### src/rtl/dac_sample_feeder_if.sv
// Sample-feeder bus: producer write strobe, DAC frame sync, flag clear and buffer status.
interface dac_sample_feeder_if #(
  parameter int unsigned DATA_W     = 8,
  parameter int unsigned LOAD_W     = 16,
  parameter int unsigned DEPTH_LOG2 = 4
);
  logic [DATA_W-1:0]   wr_data;
  logic                wr_en;
  logic                sync_in;
  logic                clr_flags;
  logic [LOAD_W-1:0]   load;
  logic [DEPTH_LOG2:0] level;
  logic                empty;
  logic                full;
  logic                overflow;
  logic                underrun;

  modport master (
    output wr_data, wr_en, sync_in, clr_flags,
    input  load, level, empty, full, overflow, underrun
  );

  modport slave (
    input  wr_data, wr_en, sync_in, clr_flags,
    output load, level, empty, full, overflow, underrun
  );
endinterface

### src/rtl/dac_sample_feeder.sv
// FIFO between bursty sample producers and the DAC frame; pops one sample per sync rising edge.
// Optional DAC_FEEDER_UNDERRUN_CNT_EN adds a saturating 16-bit failed-pop counter port.
module dac_sample_feeder #(
  parameter int unsigned DATA_W     = 8,
  parameter int unsigned LOAD_W     = 16,
  parameter int unsigned DEPTH_LOG2 = 4
) (
  input  logic                      clk,
  input  logic                      reset,
  dac_sample_feeder_if.slave        bus
`ifdef DAC_FEEDER_UNDERRUN_CNT_EN
  ,
  output logic [15:0]               underrun_cnt
`endif
);
  localparam int unsigned DEPTH = 1 << DEPTH_LOG2;
  localparam int unsigned LVL_W = DEPTH_LOG2 + 1;
  localparam int unsigned PTR_W = DEPTH_LOG2;

  logic [DATA_W-1:0] mem_q [DEPTH];
  logic [DATA_W-1:0] mem_d [DEPTH];
  logic [PTR_W-1:0]  wr_ptr_q, wr_ptr_d;
  logic [PTR_W-1:0]  rd_ptr_q, rd_ptr_d;
  logic [LVL_W-1:0]  level_q, level_d;
  logic [LOAD_W-1:0] load_q, load_d;
  logic              sync_q, sync_d;
  logic              overflow_q, overflow_d;
  logic              underrun_q, underrun_d;

  logic empty_c, full_c, pop_req_c, pop_ok_c, wr_ok_c, ovf_ev_c, und_ev_c;

  // Status decode and event qualification; a pop on a full FIFO frees the slot the write needs.
  always_comb begin
    empty_c   = (level_q == '0);
    full_c    = (level_q == LVL_W'(DEPTH));
    pop_req_c = bus.sync_in & ~sync_q;
    pop_ok_c  = pop_req_c & ~empty_c;
    wr_ok_c   = bus.wr_en & (~full_c | pop_ok_c);
    ovf_ev_c  = bus.wr_en & full_c & ~pop_ok_c;
    und_ev_c  = pop_req_c & empty_c;
  end

  always_comb begin
    mem_d      = mem_q;
    wr_ptr_d   = wr_ptr_q;
    rd_ptr_d   = rd_ptr_q;
    level_d    = level_q;
    load_d     = load_q;
    sync_d     = bus.sync_in;
    overflow_d = ovf_ev_c | (overflow_q & ~bus.clr_flags);
    underrun_d = und_ev_c | (underrun_q & ~bus.clr_flags);

    if (wr_ok_c) begin
      mem_d[wr_ptr_q] = bus.wr_data;
      wr_ptr_d        = wr_ptr_q + PTR_W'(1);
    end
    if (pop_ok_c) begin
      load_d   = LOAD_W'(mem_q[rd_ptr_q]);
      rd_ptr_d = rd_ptr_q + PTR_W'(1);
    end
    if (wr_ok_c && !pop_ok_c) begin
      level_d = level_q + LVL_W'(1);
    end else if (!wr_ok_c && pop_ok_c) begin
      level_d = level_q - LVL_W'(1);
    end
  end

  // Sample storage carries no reset; validity is tracked by pointers and level.
  always_ff @(posedge clk) begin
    mem_q <= mem_d;
  end

  always_ff @(posedge clk or negedge reset) begin
    if (!reset) begin
      wr_ptr_q   <= '0;
      rd_ptr_q   <= '0;
      level_q    <= '0;
      load_q     <= '0;
      sync_q     <= 1'b1;
      overflow_q <= 1'b0;
      underrun_q <= 1'b0;
    end else begin
      wr_ptr_q   <= wr_ptr_d;
      rd_ptr_q   <= rd_ptr_d;
      level_q    <= level_d;
      load_q     <= load_d;
      sync_q     <= sync_d;
      overflow_q <= overflow_d;
      underrun_q <= underrun_d;
    end
  end

  assign bus.load     = load_q;
  assign bus.level    = level_q;
  assign bus.empty    = empty_c;
  assign bus.full     = full_c;
  assign bus.overflow = overflow_q;
  assign bus.underrun = underrun_q;

`ifdef DAC_FEEDER_UNDERRUN_CNT_EN
  logic [15:0] ucnt_q, ucnt_d;

  // A failed pop in the same cycle as a clear restarts the count at one.
  always_comb begin
    ucnt_d = ucnt_q;
    if (und_ev_c) begin
      if (bus.clr_flags) begin
        ucnt_d = 16'd1;
      end else if (ucnt_q != 16'hFFFF) begin
        ucnt_d = ucnt_q + 16'd1;
      end
    end else if (bus.clr_flags) begin
      ucnt_d = 16'd0;
    end
  end

  always_ff @(posedge clk or negedge reset) begin
    if (!reset) begin
      ucnt_q <= '0;
    end else begin
      ucnt_q <= ucnt_d;
    end
  end

  assign underrun_cnt = ucnt_q;
`endif
endmodule

### src/flat_wrapper.sv
// flat-port wrapper written by rule: the top's interface ports become plain ports
module dac_sample_feeder_flat 
#(
  parameter int unsigned DATA_W     = 8,
  parameter int unsigned LOAD_W     = 16,
  parameter int unsigned DEPTH_LOG2 = 4
)
  (clk, reset, bus_wr_data, bus_wr_en, bus_sync_in, bus_clr_flags, bus_load, bus_level, bus_empty, bus_full, bus_overflow, bus_underrun);
  dac_sample_feeder_if #(.DATA_W(DATA_W), .LOAD_W(LOAD_W), .DEPTH_LOG2(DEPTH_LOG2)) bus_i ();
  input  logic clk;
  input  logic reset;
  input wire logic [$bits(bus_i.wr_data)-1:0] bus_wr_data;
  input wire logic [$bits(bus_i.wr_en)-1:0] bus_wr_en;
  input wire logic [$bits(bus_i.sync_in)-1:0] bus_sync_in;
  input wire logic [$bits(bus_i.clr_flags)-1:0] bus_clr_flags;
  output wire logic [$bits(bus_i.load)-1:0] bus_load;
  output wire logic [$bits(bus_i.level)-1:0] bus_level;
  output wire logic [$bits(bus_i.empty)-1:0] bus_empty;
  output wire logic [$bits(bus_i.full)-1:0] bus_full;
  output wire logic [$bits(bus_i.overflow)-1:0] bus_overflow;
  output wire logic [$bits(bus_i.underrun)-1:0] bus_underrun;
  assign bus_i.wr_data = bus_wr_data;
  assign bus_i.wr_en = bus_wr_en;
  assign bus_i.sync_in = bus_sync_in;
  assign bus_i.clr_flags = bus_clr_flags;
  assign bus_load = bus_i.load;
  assign bus_level = bus_i.level;
  assign bus_empty = bus_i.empty;
  assign bus_full = bus_i.full;
  assign bus_overflow = bus_i.overflow;
  assign bus_underrun = bus_i.underrun;
  dac_sample_feeder #(.DATA_W(DATA_W), .LOAD_W(LOAD_W), .DEPTH_LOG2(DEPTH_LOG2)) u_core (.clk(clk), .reset(reset), .bus(bus_i));
endmodule
### config.mk
export PLATFORM = sky130hd
export DESIGN_NAME = dac_sample_feeder_flat
export DESIGN_NICKNAME = d
export VERILOG_FILES = /design/src/rtl/dac_sample_feeder_if.sv /design/src/rtl/dac_sample_feeder.sv /design/src/flat_wrapper.sv
export SDC_FILE = /design/constraint.sdc
export NUM_CORES = 1
export LEC_CHECK = 0
export ABC_CLOCK_PERIOD_IN_PS = 4800
export BUFFER_PORTS_ARGS = -buffer_cell sky130_fd_sc_hd__buf_2
export CAP_MARGIN = 20
export CORE_ASPECT_RATIO = 0.5
export CORE_MARGIN = 2
export CORE_UTILIZATION = 35
export CTS_CLUSTER_SIZE = 12
export DETAILED_ROUTE_END_ITERATION = 8
export GPL_TIMING_DRIVEN = 1
export HOLD_SLACK_MARGIN = 0.15
export PLACE_DENSITY = 0.55
export SYNTH_ARGS = -nofsm -noshare
export SYNTH_HDL_FRONTEND = slang
export SYNTH_SLANG_ARGS = --single-unit
### constraint.sdc
create_clock -name clk -period 4.8 [get_ports clk]
set_input_delay 0.72 -clock clk [delete_from_list [all_inputs] [get_ports clk]]
set_output_delay 0.72 -clock clk [all_outputs]
set_load 0.01 [all_outputs]
==> results of run 1 <==
-- cells in the mapped netlist (all sizes together) --
library cell	instances
nand2	8
o21bai	1
mux2	2
inv	7
a31oi	1
buf	19
a21o	2
edfxtp	128
nor3	4
or4	1
o21ai	3
xnor2	7
o32ai	1
nor4	1
nor2	17
dfstp	1
ha	9
and2	1
a32o	1
nand2b	3
a22o	8
dfrtp	23
a21oi	10
fa	1
mux2i	9
a211o	8
nand4	1
xor2	3
clkbuf	7
nor2b	8
nand3	1
conb	1
mux4	32
-- logic make-up after synthesis --
family | Yosys count
buf+inv | 33
xor+xnor | 10
other cells | 1
simple gates | 45
compound gates | 35
mux | 43
flops | 152
fa+ha+maj | 10
-- power groups by stage --
stage | combinational, mW | sequential, mW | clock, mW
after floorplan | 0.904 | 1.76 | 0
after global placement | 1.02 | 1.92 | 0
after detailed placement | 1.04 | 1.94 | 0
after CTS | 1.05 | 1.92 | 1.37
after global routing | 1.13 | 1.95 | 1.43
final | 1.03 | 1.91 | 1.34
-- through the flow --
step                cells  power (mW)
floorplan             336       2.666
global placement      580       2.937
detailed placement    581       2.986
CTS                   613       4.336
global route          613       4.504
finish                613       4.279
-- per-layer routing --
layer,vias to the layer above,share of wire
li1,1365,-
met1,1565,0.43
met2,86,0.49
met3,4,0.077
met4,0,0.0063
met5,-,0
-- sequential cells by signal, indices dropped and copies added (netlist names) --
register and flops:
u_core.wr_ptr_q 4, u_core.sync_q 1, u_core.bus.level 5, u_core.rd_ptr_q 4, u_core.mem_q 128, u_core.bus.load 8
u_core.bus.underrun 1, u_core.bus.overflow 1
-- path summary, 6_finish.rpt --
| path | start | endpoint | slack [ns] |
|---|---|---|---|
| min | reset | u_core.bus.load[7] | 0.29 |
| min reg2reg | u_core.bus.load[3] | u_core.bus.load[3] | 0.51 |
| max in group asynchronous | reset | u_core.rd_ptr_q[0] | 4.11 |
| max reg2reg | u_core.bus.level[0] | u_core.bus.level[4] | 1.79 |
| min in group clk | bus_sync_in | u_core.sync_q | 0.42 |
| max | u_core.bus.level[0] | u_core.bus.level[4] | 1.79 |
-- layout by cell type (no fill, tap or decap), types with 9 or more instances in the layout --
cell type / n
ha_1: 9
dfrtp_1: 22
edfxtp_1: 128
a21oi_1: 10
mux4_2: 24
nor2_1: 17
mux2i_1: 9
buf_2: 29
clkbuf_16: 17
-- layout make-up --
class / instances / area share
Sequential cell: 152 / 0.6204
Multi-Input combinational cell: 151 / 0.2219
Clock buffer: 17 / 0.05935
Tap cell: 234 / 0.04084
Timing Repair Buffer: 37 / 0.02863
Clock inverter: 15 / 0.02531
Inverter: 7 / 0.003666
-- worst max-delay path: cells and delay by family (launching register included) --
kind	cells	cell delay, ns
and+or+nand+nor	1	0.62
buffers and inverters	2	0.38
adders and majority gates	2	0.62
xor gates and xnor gates	1	0.13
AOI/OAI and AO/OA	3	0.50
muxes	1	0.24
DFF	1	0.45
==> impl_metrics.py, run 1 <==
metrics = {
    "outcome": {
        "status": "complete, no violations",
    },
    "power": {
        "pwr_density_cell_nw_per_um2": 597.0,
        "vdd_ir_drop_max_mv": 0.2352,
        "netSwitchingPower_mw": 1.304,
        "clock_power_share": 0.314,
        "p_int_mw": 2.975,
        "p_sw_frac": 0.3047,
        "pwr-share-comb": 0.240,
        "power_frac_seq": 0.447,
        "p_leak_nw": 2.552,
    },
    "layout": {
        "layout.nets": 389,
        "utilization": 0.4130,
        "drive_gt1_frac": 0.2612,
        "seq_area_um2": 4447,
        "n_antenna_cell": 0,
        "fillers": 1531,
        "design_area_um2": 7168,
        "multi_input_area_um2": 1590,
        "area_growth_pct": 15.53,
    },
    "sta": {
        "setup_tns_ns": 0,
        "worstMarginPinSlew_ns": 1.109,
        "slew_headroom": 0.2604,
        "layout_setup_ws_ns": 1.787,
        "hold_violations": 0,
        "maxSlewViolCount": 0,
        "timing.final.crit_share": 0.6276,
        "rsz0062_at_grt": "no",
        "setup_violations": 0,
        "max_freq_mhz": 331.9,
        "holdWs_ns": 0.2888,
        "period_needed_ns": 3.013,
        "fin_skew_ns": 0.01222,
    },
    "placed_design": {
        "dp_hpwl_um": 7824,
        "io_buffer_count": 29,
        "place_area_um2": 6561,
        "place.gp.congestion": 0.7786,
        "dp_slack_ns": 1.766,
    },
    "critical_path": {
        "reg2reg_depth": 10,
        "path_cells": "or4_1 -> o21bai_2 -> buf_4 -> ha_1 -> inv_1 -> fa_1 -> a21o_1 -> a21oi_1 -> mux2i_1 -> xnor2_1",
        "critPathKind": "reg -> reg",
        "critPathCaptureType": "flip-flop",
        "start_kind": "flip-flop",
        "max_stage_delay_ns": 0.62,
        "crit_arrival_ns": 3.35,
        "cp.required_ns": 5.14,
        "cp_slowest_cell": "or4_1",
        "critPathMaxFanout": 21,
    },
    "grt": {
        "grtUsageTotal": 0.1380,
        "grt-busiest-layer": "met2",
        "antenna_found_initial": 0,
        "grt_pass1_vias": 3135,
        "grt.met1_usage": 0.1834,
        "met2_usage": 0.2203,
        "overflow": 0,
        "grt_max_degree": 29,
        "grt_pass1_wl_um": 18450,
        "met3_usage": 0.03810,
    },
    "routing": {
        "drt-pass1-iter-count": 4,
        "wl_um": 11940,
        "drc_errors": 0,
        "vias": 3020,
        "detail_route.iter0.violations": 222,
        "via_per_inst": 4.927,
        "postRouteAntennaNets": 0,
        "drt-wirelength-per-cell_um": 19.48,
    },
    "clock_tree": {
        "cts-resized-gates": 0,
        "cts_root_buf": "clkbuf_16",
        "cts_buffers": 17,
        "ctsHoldBuffers": 0,
        "clkLatencyLatePin_ns": 0.42,
        "clock-sinks": 152,
        "clock_path_buffers": 2,
        "clk_pin_slew_ns": 0.06,
        "post_cts_buffers": 0,
        "tritoncts": "built",
        "htree_num_levels": 4,
    },
    "synthesis": {
        "synth_cell_type_count": 38,
        "syn_area_um2": 6205,
        "synth_top_cell_by_area": "edfxtp_1",
        "ys_ff_latch": 152,
        "synth.yosys.seq_area_share": 0.7165,
        "synth_compound_area_frac": 0.04174,
        "synth_top_family_by_area": "multiplexers",
        "syn_inst": 329,
        "synth.avg_cell_area_um2": 18.86,
        "synth.area.top_cells": "edfxtp_1 (62%), dfrtp_1 (9.3%), mux4_2 (8.7%)",
        "yosysWarnings": 0,
        "yosys.area_share.xor_xnor": 0.01412,
        "synth_top_area_frac": 0.6195,
        "synthAdderAreaFrac": 0.02138,
        "synthSimpleGateAreaFrac": 0.03448,
        "synthMuxAreaShare": 0.1391,
    },
    "die": {
        "dieArea_um2": 18870,
        "start_util": 0.3575,
        "die_w_um": 192.3,
        "core_um2": 17360,
        "row_count": 34,
        "die_h_um": 98.15,
        "ios": 38,
    },
    "job": {
        "cap_viol_max_count": 0,
    },
    "min_path": {
        "hold_path_class": "in -> async",
    },
}
No activity file was read; power rests on OpenSTA's default activity.
==> run 2, diff against run 1 <==
- ABC_CLOCK_PERIOD_IN_PS: 4800 -> 3100
- clock period: 4.8 -> 3.1 ns (I/O delays scaled with it)
==> run 2 against run 1 <==
Effect of this change: first-iteration DRC count up 9.5%; count of clock-buffer cells in the layout unchanged; sequential power up 46%; sequential share of layout area down 0.88 points; die area unchanged; register-to-register slack worse by 1.5 ns; critical path type unchanged; highest routed layer unchanged.
==> impl_metrics.py, run 2 (synthesis gave the netlist of run 1 again) <==
metrics = {
    "critical_path": {
        "cp.depth": 9,
        "critPathCaptureType": "flip-flop",
        "critPathKind": "reg -> reg",
        "cp_slowest_cell": "or4_1",
        "crit_arrival_ns": 3.11,
        "critPathTopFamily": "simple AND/OR/NAND/NOR gates",
        "critPathMaxFanout": 6,
        "max_stage_delay_ns": 0.62,
        "cp.required_ns": 3.43,
        "path_cells": "or4_1 -> o21bai_2 -> ha_1 -> inv_1 -> fa_1 -> a21o_1 -> a21oi_1 -> mux2i_1 -> xnor2_1",
        "reg2reg_depth": 9,
        "crit_buf_inv": 1,
        "start_kind": "flip-flop",
    },
    "clock_tree": {
        "clock-sinks": 152,
        "ctsHoldBuffers": 1,
        "cts-resized-gates": 0,
        "clk_pin_slew_ns": 0.06,
        "htree_num_levels": 4,
        "post_cts_buffers": 0,
        "clock_path_buffers": 2,
        "tritoncts": "built",
        "clkLatencyLatePin_ns": 0.41,
        "cts_root_buf": "clkbuf_16",
        "cts_buffers": 17,
    },
    "placed_design": {
        "place_area_um2": 6666,
        "io_buffer_count": 29,
        "dpl.cell_count": 595,
        "dp_slack_ns": 0.3177,
        "place.gp.congestion": 0.7752,
        "dp_hpwl_um": 7954,
    },
    "sta": {
        "layout_setup_ws_ns": 0.3244,
        "max_freq_mhz": 360.3,
        "hold_violations": 0,
        "timing.final.crit_share": 0.8954,
        "maxSlewViolCount": 0,
        "rsz0062_at_grt": "no",
        "setup_tns_ns": 0,
        "period_needed_ns": 2.776,
        "fin_skew_ns": 0.009178,
        "slew_headroom": 0.5705,
        "setup_violations": 0,
        "worstMarginPinSlew_ns": 0.6443,
        "holdWs_ns": 0.1676,
    },
    "die": {
        "dieArea_um2": 18870,
        "ios": 38,
        "die_w_um": 192.3,
        "die_h_um": 98.15,
        "core_um2": 17360,
        "start_util": 0.3575,
        "row_count": 34,
    },
    "layout": {
        "utilization": 0.4189,
        "mostFrequentLayoutCells": "edfxtp_1 (128), buf_2 (29), mux4_2 (24)",
        "largest_reg_flops": 128,
        "layout.nets": 404,
        "mostFrequentLayoutCell": "edfxtp_1",
        "area_growth_pct": 17.18,
        "design_area_um2": 7271,
        "n_antenna_cell": 0,
        "top_register": "u_core.mem_q",
        "drive_gt1_frac": 0.2843,
        "fin_cells": 628,
    },
    "grt": {
        "overflow": 0,
        "grt_pass1_wl_um": 18560,
        "grt_pass1_vias": 3253,
        "grtUsageTotal": 0.1386,
        "antenna_found_initial": 0,
        "grt_max_degree": 35,
    },
    "power": {
        "power_frac_seq": 0.420,
        "pwr-share-comb": 0.271,
        "pwr_density_cell_nw_per_um2": 912.8,
        "clock_power_share": 0.309,
        "total_power_mw": 6.637,
        "p_int_mw": 4.629,
        "p_leak_nw": 2.627,
        "netSwitchingPower_mw": 2.008,
        "vdd_ir_drop_max_mv": 0.5361,
        "p_sw_frac": 0.3026,
    },
    "routing": {
        "via_per_inst": 4.914,
        "postRouteAntennaNets": 0,
        "detail_route.iter0.violations": 243,
        "drc_errors": 0,
        "drt-wirelength-per-cell_um": 19.55,
        "wl_um": 12280,
        "drt-pass1-iter-count": 4,
        "vias": 3086,
    },
    "min_path": {
        "min_path_cells": 1,
        "hold_path_class": "in -> reg",
    },
    "outcome": {
        "status": "complete, no violations",
    },
    "job": {
        "cap_viol_max_count": 0,
    },
}
[run 2: changes by cell type in the layout (fill, tap and decap cells not counted)]
cell / change
buf_4: +14
clkinv_2: +2
inv_6: -2
clkinv_1: +1
clkinv_4: -1
dlygate4sd3_1: +1
[run 2: path summary, 6_finish.rpt]
path	startpoint	endpoint	slack (ns)
min reg2reg	u_core.bus.load[0]	u_core.bus.load[0]	0.50
max in group asynchronous	reset	u_core.rd_ptr_q[0]	2.09
min	bus_sync_in	u_core.sync_q	0.17
max	u_core.bus.level[0]	u_core.bus.level[4]	0.32
max reg2reg	u_core.bus.level[0]	u_core.bus.level[4]	0.32
min in group asynchronous	reset	u_core.rd_ptr_q[2]	0.59
[run 2: layout make-up]
cell class	count	area (µm²)
inverters	7	26.28
flip-flops and latches	152	4447
clock inverters	15	168.9
fillers	1558	10090
repair buffers	52	320.3
well taps	234	292.8
clock buffers	17	425.4
multi-input cells	151	1590
[run 2: power groups by stage]
stage	Sequential [mW]	Clock (mW)	Combinational (mW)
2_1_floorplan	2.73	0	1.40
3_3_place_gp	2.80	0	1.77
3_5_place_dp	2.83	0	1.83
4_1_cts	2.79	2.09	1.84
5_1_grt	2.83	2.18	1.98
6_report	2.79	2.05	1.80
[run 2: per-layer routing]
layer  routed length (µm)  track usage  vias up
li1                     -            -     1388
met1                 5379       0.1755     1610
met2                 6105       0.2308       72
met3                  630      0.03199       16
met4                  162      0.05813        0
met5                    0            0        -
==> run 3, diff against run 2 <==
- CTS_BUF_LIST: not set -> sky130_fd_sc_hd__clkbuf_8
==> run 3 against run 2 <==
Effect of this change: sequential cell count stayed put; via count is 0.26% lower; die area unchanged; combinational power about the same; count of clock-buffer cells in the layout stayed put; largest cell class unchanged; cell area is 2.5% lower.
==> impl_metrics.py, run 3 (synthesis gave the netlist of run 1 again) <==
metrics = {
    "critical_path": {
        "critPathMaxFanout": 9,
        "critPathKind": "in -> reg",
        "crit_arrival_ns": 3.19,
        "reg2reg_depth": 9,
        "start_kind": "input pin",
        "r2r_start": "u_core.bus.level[0]",
        "cp.required_ns": 3.46,
        "endpoint": "u_core.bus.level[4]",
        "critPathCaptureType": "flip-flop",
        "r2r-end": "u_core.bus.level[4]",
        "critPathLaunch": "bus_sync_in",
        "r2r_slack_ns": 0.31,
    },
    "die": {
        "die_w_um": 192.3,
        "ios": 38,
        "row_count": 34,
        "start_util": 0.3575,
        "die_h_um": 98.15,
        "dieArea_um2": 18870,
        "core_um2": 17360,
    },
    "routing": {
        "detail_route.iter0.violations": 188,
        "wl_um": 12120,
        "drc_errors": 0,
        "drt-pass1-iter-count": 4,
        "postRouteAntennaNets": 0,
        "vias": 3078,
        "drt-wirelength-per-cell_um": 19.27,
        "via_per_inst": 4.893,
    },
    "grt": {
        "grt_pass1_vias": 3230,
        "antenna_found_initial": 0,
        "grt_max_degree": 35,
        "overflow": 0,
        "grt_pass1_wl_um": 18490,
        "grtUsageTotal": 0.1378,
    },
    "clock_tree": {
        "clkLatencyLatePin_ns": 0.44,
        "post_cts_buffers": 0,
        "tritoncts": "built",
        "clk_pin_slew_ns": 0.09,
        "ctsHoldBuffers": 2,
        "clock_path_buffers": 2,
        "htree_num_levels": 4,
        "cts_root_buf": "clkbuf_8",
        "clock-sinks": 152,
        "cts_buffers": 17,
        "cts-resized-gates": 0,
    },
    "sta": {
        "maxSlewViolCount": 0,
        "hold_violations": 0,
        "setup_violations": 0,
        "period_needed_ns": 2.830,
        "setup_tns_ns": 0,
        "worstMarginPinSlew_ns": 0.6567,
        "max_freq_mhz": 353.3,
        "rsz0062_at_grt": "no",
        "timing.final.crit_share": 0.9130,
        "fin_skew_ns": 0.009949,
        "slew_headroom": 0.5622,
    },
    "placed_design": {
        "dp_hpwl_um": 7954,
        "dpl.cell_count": 595,
        "io_buffer_count": 29,
        "place.gp.congestion": 0.7752,
    },
    "layout": {
        "top_register": "u_core.mem_q",
        "mostFrequentLayoutCells": "edfxtp_1 (128), buf_2 (29), mux4_2 (24)",
        "n_antenna_cell": 0,
        "mostFrequentLayoutCell": "edfxtp_1",
        "area_growth_pct": 14.26,
        "fin_cells": 629,
        "largest_reg_flops": 128,
        "drive_gt1_frac": 0.2835,
        "layout.nets": 405,
    },
    "outcome": {
        "status": "complete, no violations",
    },
    "power": {
        "pwr_density_cell_nw_per_um2": 860.1,
        "p_leak_nw": 2.544,
        "vdd_ir_drop_max_mv": 0.5328,
    },
    "job": {
        "cap_viol_max_count": 0,
    },
    "min_path": {
        "hold_path_class": "in -> reg",
    },
}
run 3: cell types whose count changed in the layout (fill, tap and decap cells not counted), sizes merged:
cell,previous run,this run
dlygate4sd3,1,2
run 3: worst min path at each step:
stage,from,endpoint,cells after the start
global placement,reset,u_core.bus.overflow,1
global route,bus_clr_flags,u_core.bus.underrun,2
detailed placement,u_core.bus.load[4],u_core.bus.load[4],1
floorplan,reset,u_core.bus.level[0],0
CTS,bus_clr_flags,u_core.bus.underrun,2
finish,bus_clr_flags,u_core.bus.underrun,2
run 3: cell type report:
type                            instances  area [µm²]
Sequential cell                       152        4447
Fill cell                            1573       10270
Timing Repair Buffer                   53       330.3
Clock inverter                         15       168.9
Inverter                                7       26.28
Multi-Input combinational cell        151        1590
Tap cell                              234       292.8
Clock buffer                           17       234.0
run 3: where the power goes:
| group | internal [mW] | switching [mW] | leakage, nW |
|---|---|---|---|
| clock | 0.736 | 0.777 | 0.208 |
| sequential | 2.53 | 0.259 | 1.45 |
| combinational | 0.891 | 0.907 | 0.889 |
run 3: per-stage QoR:
| step | cell area (µm²) | power, mW | hold WS, ns | worst slack [ns] | util |
|---|---|---|---|---|---|
| floorplan | 6231 | 4.128 | 0.1694 | 0.2236 | - |
| global placement | 6666 | 4.571 | 0.4802 | 0.4154 | 0.3841 |
| detailed placement | 6666 | 4.663 | 0.4941 | 0.3177 | 0.3841 |
| CTS | 7089 | 6.184 | 0.2148 | 0.2636 | 0.4084 |
| global route | 7089 | 6.456 | 0.2151 | 0.08991 | 0.4084 |
| finish | 7089 | 6.097 | 0.2399 | 0.2698 | 0.4084 |
run 3: layer usage:
metal	part of all wire	global-route usage	wire [µm]	up-vias
met5	0	0	0	-
met4	0.015	0.05520	176	0
met3	0.043	0.03199	519	14
met2	0.50	0.2302	6048	68
met1	0.44	0.1746	5379	1604
li1	-	-	-	1392
run 3: critical path, stage by stage:
cell and delay (ns):
dlygate4sd3_1 0.52, buf_2 0.11, nand2b_1 0.11, a31oi_2 0.46
ha_1 0.25, inv_1 0.11, fa_1 0.43, a21o_1 0.20
a21oi_1 0.17, mux2i_1 0.24, xnor2_1 0.13
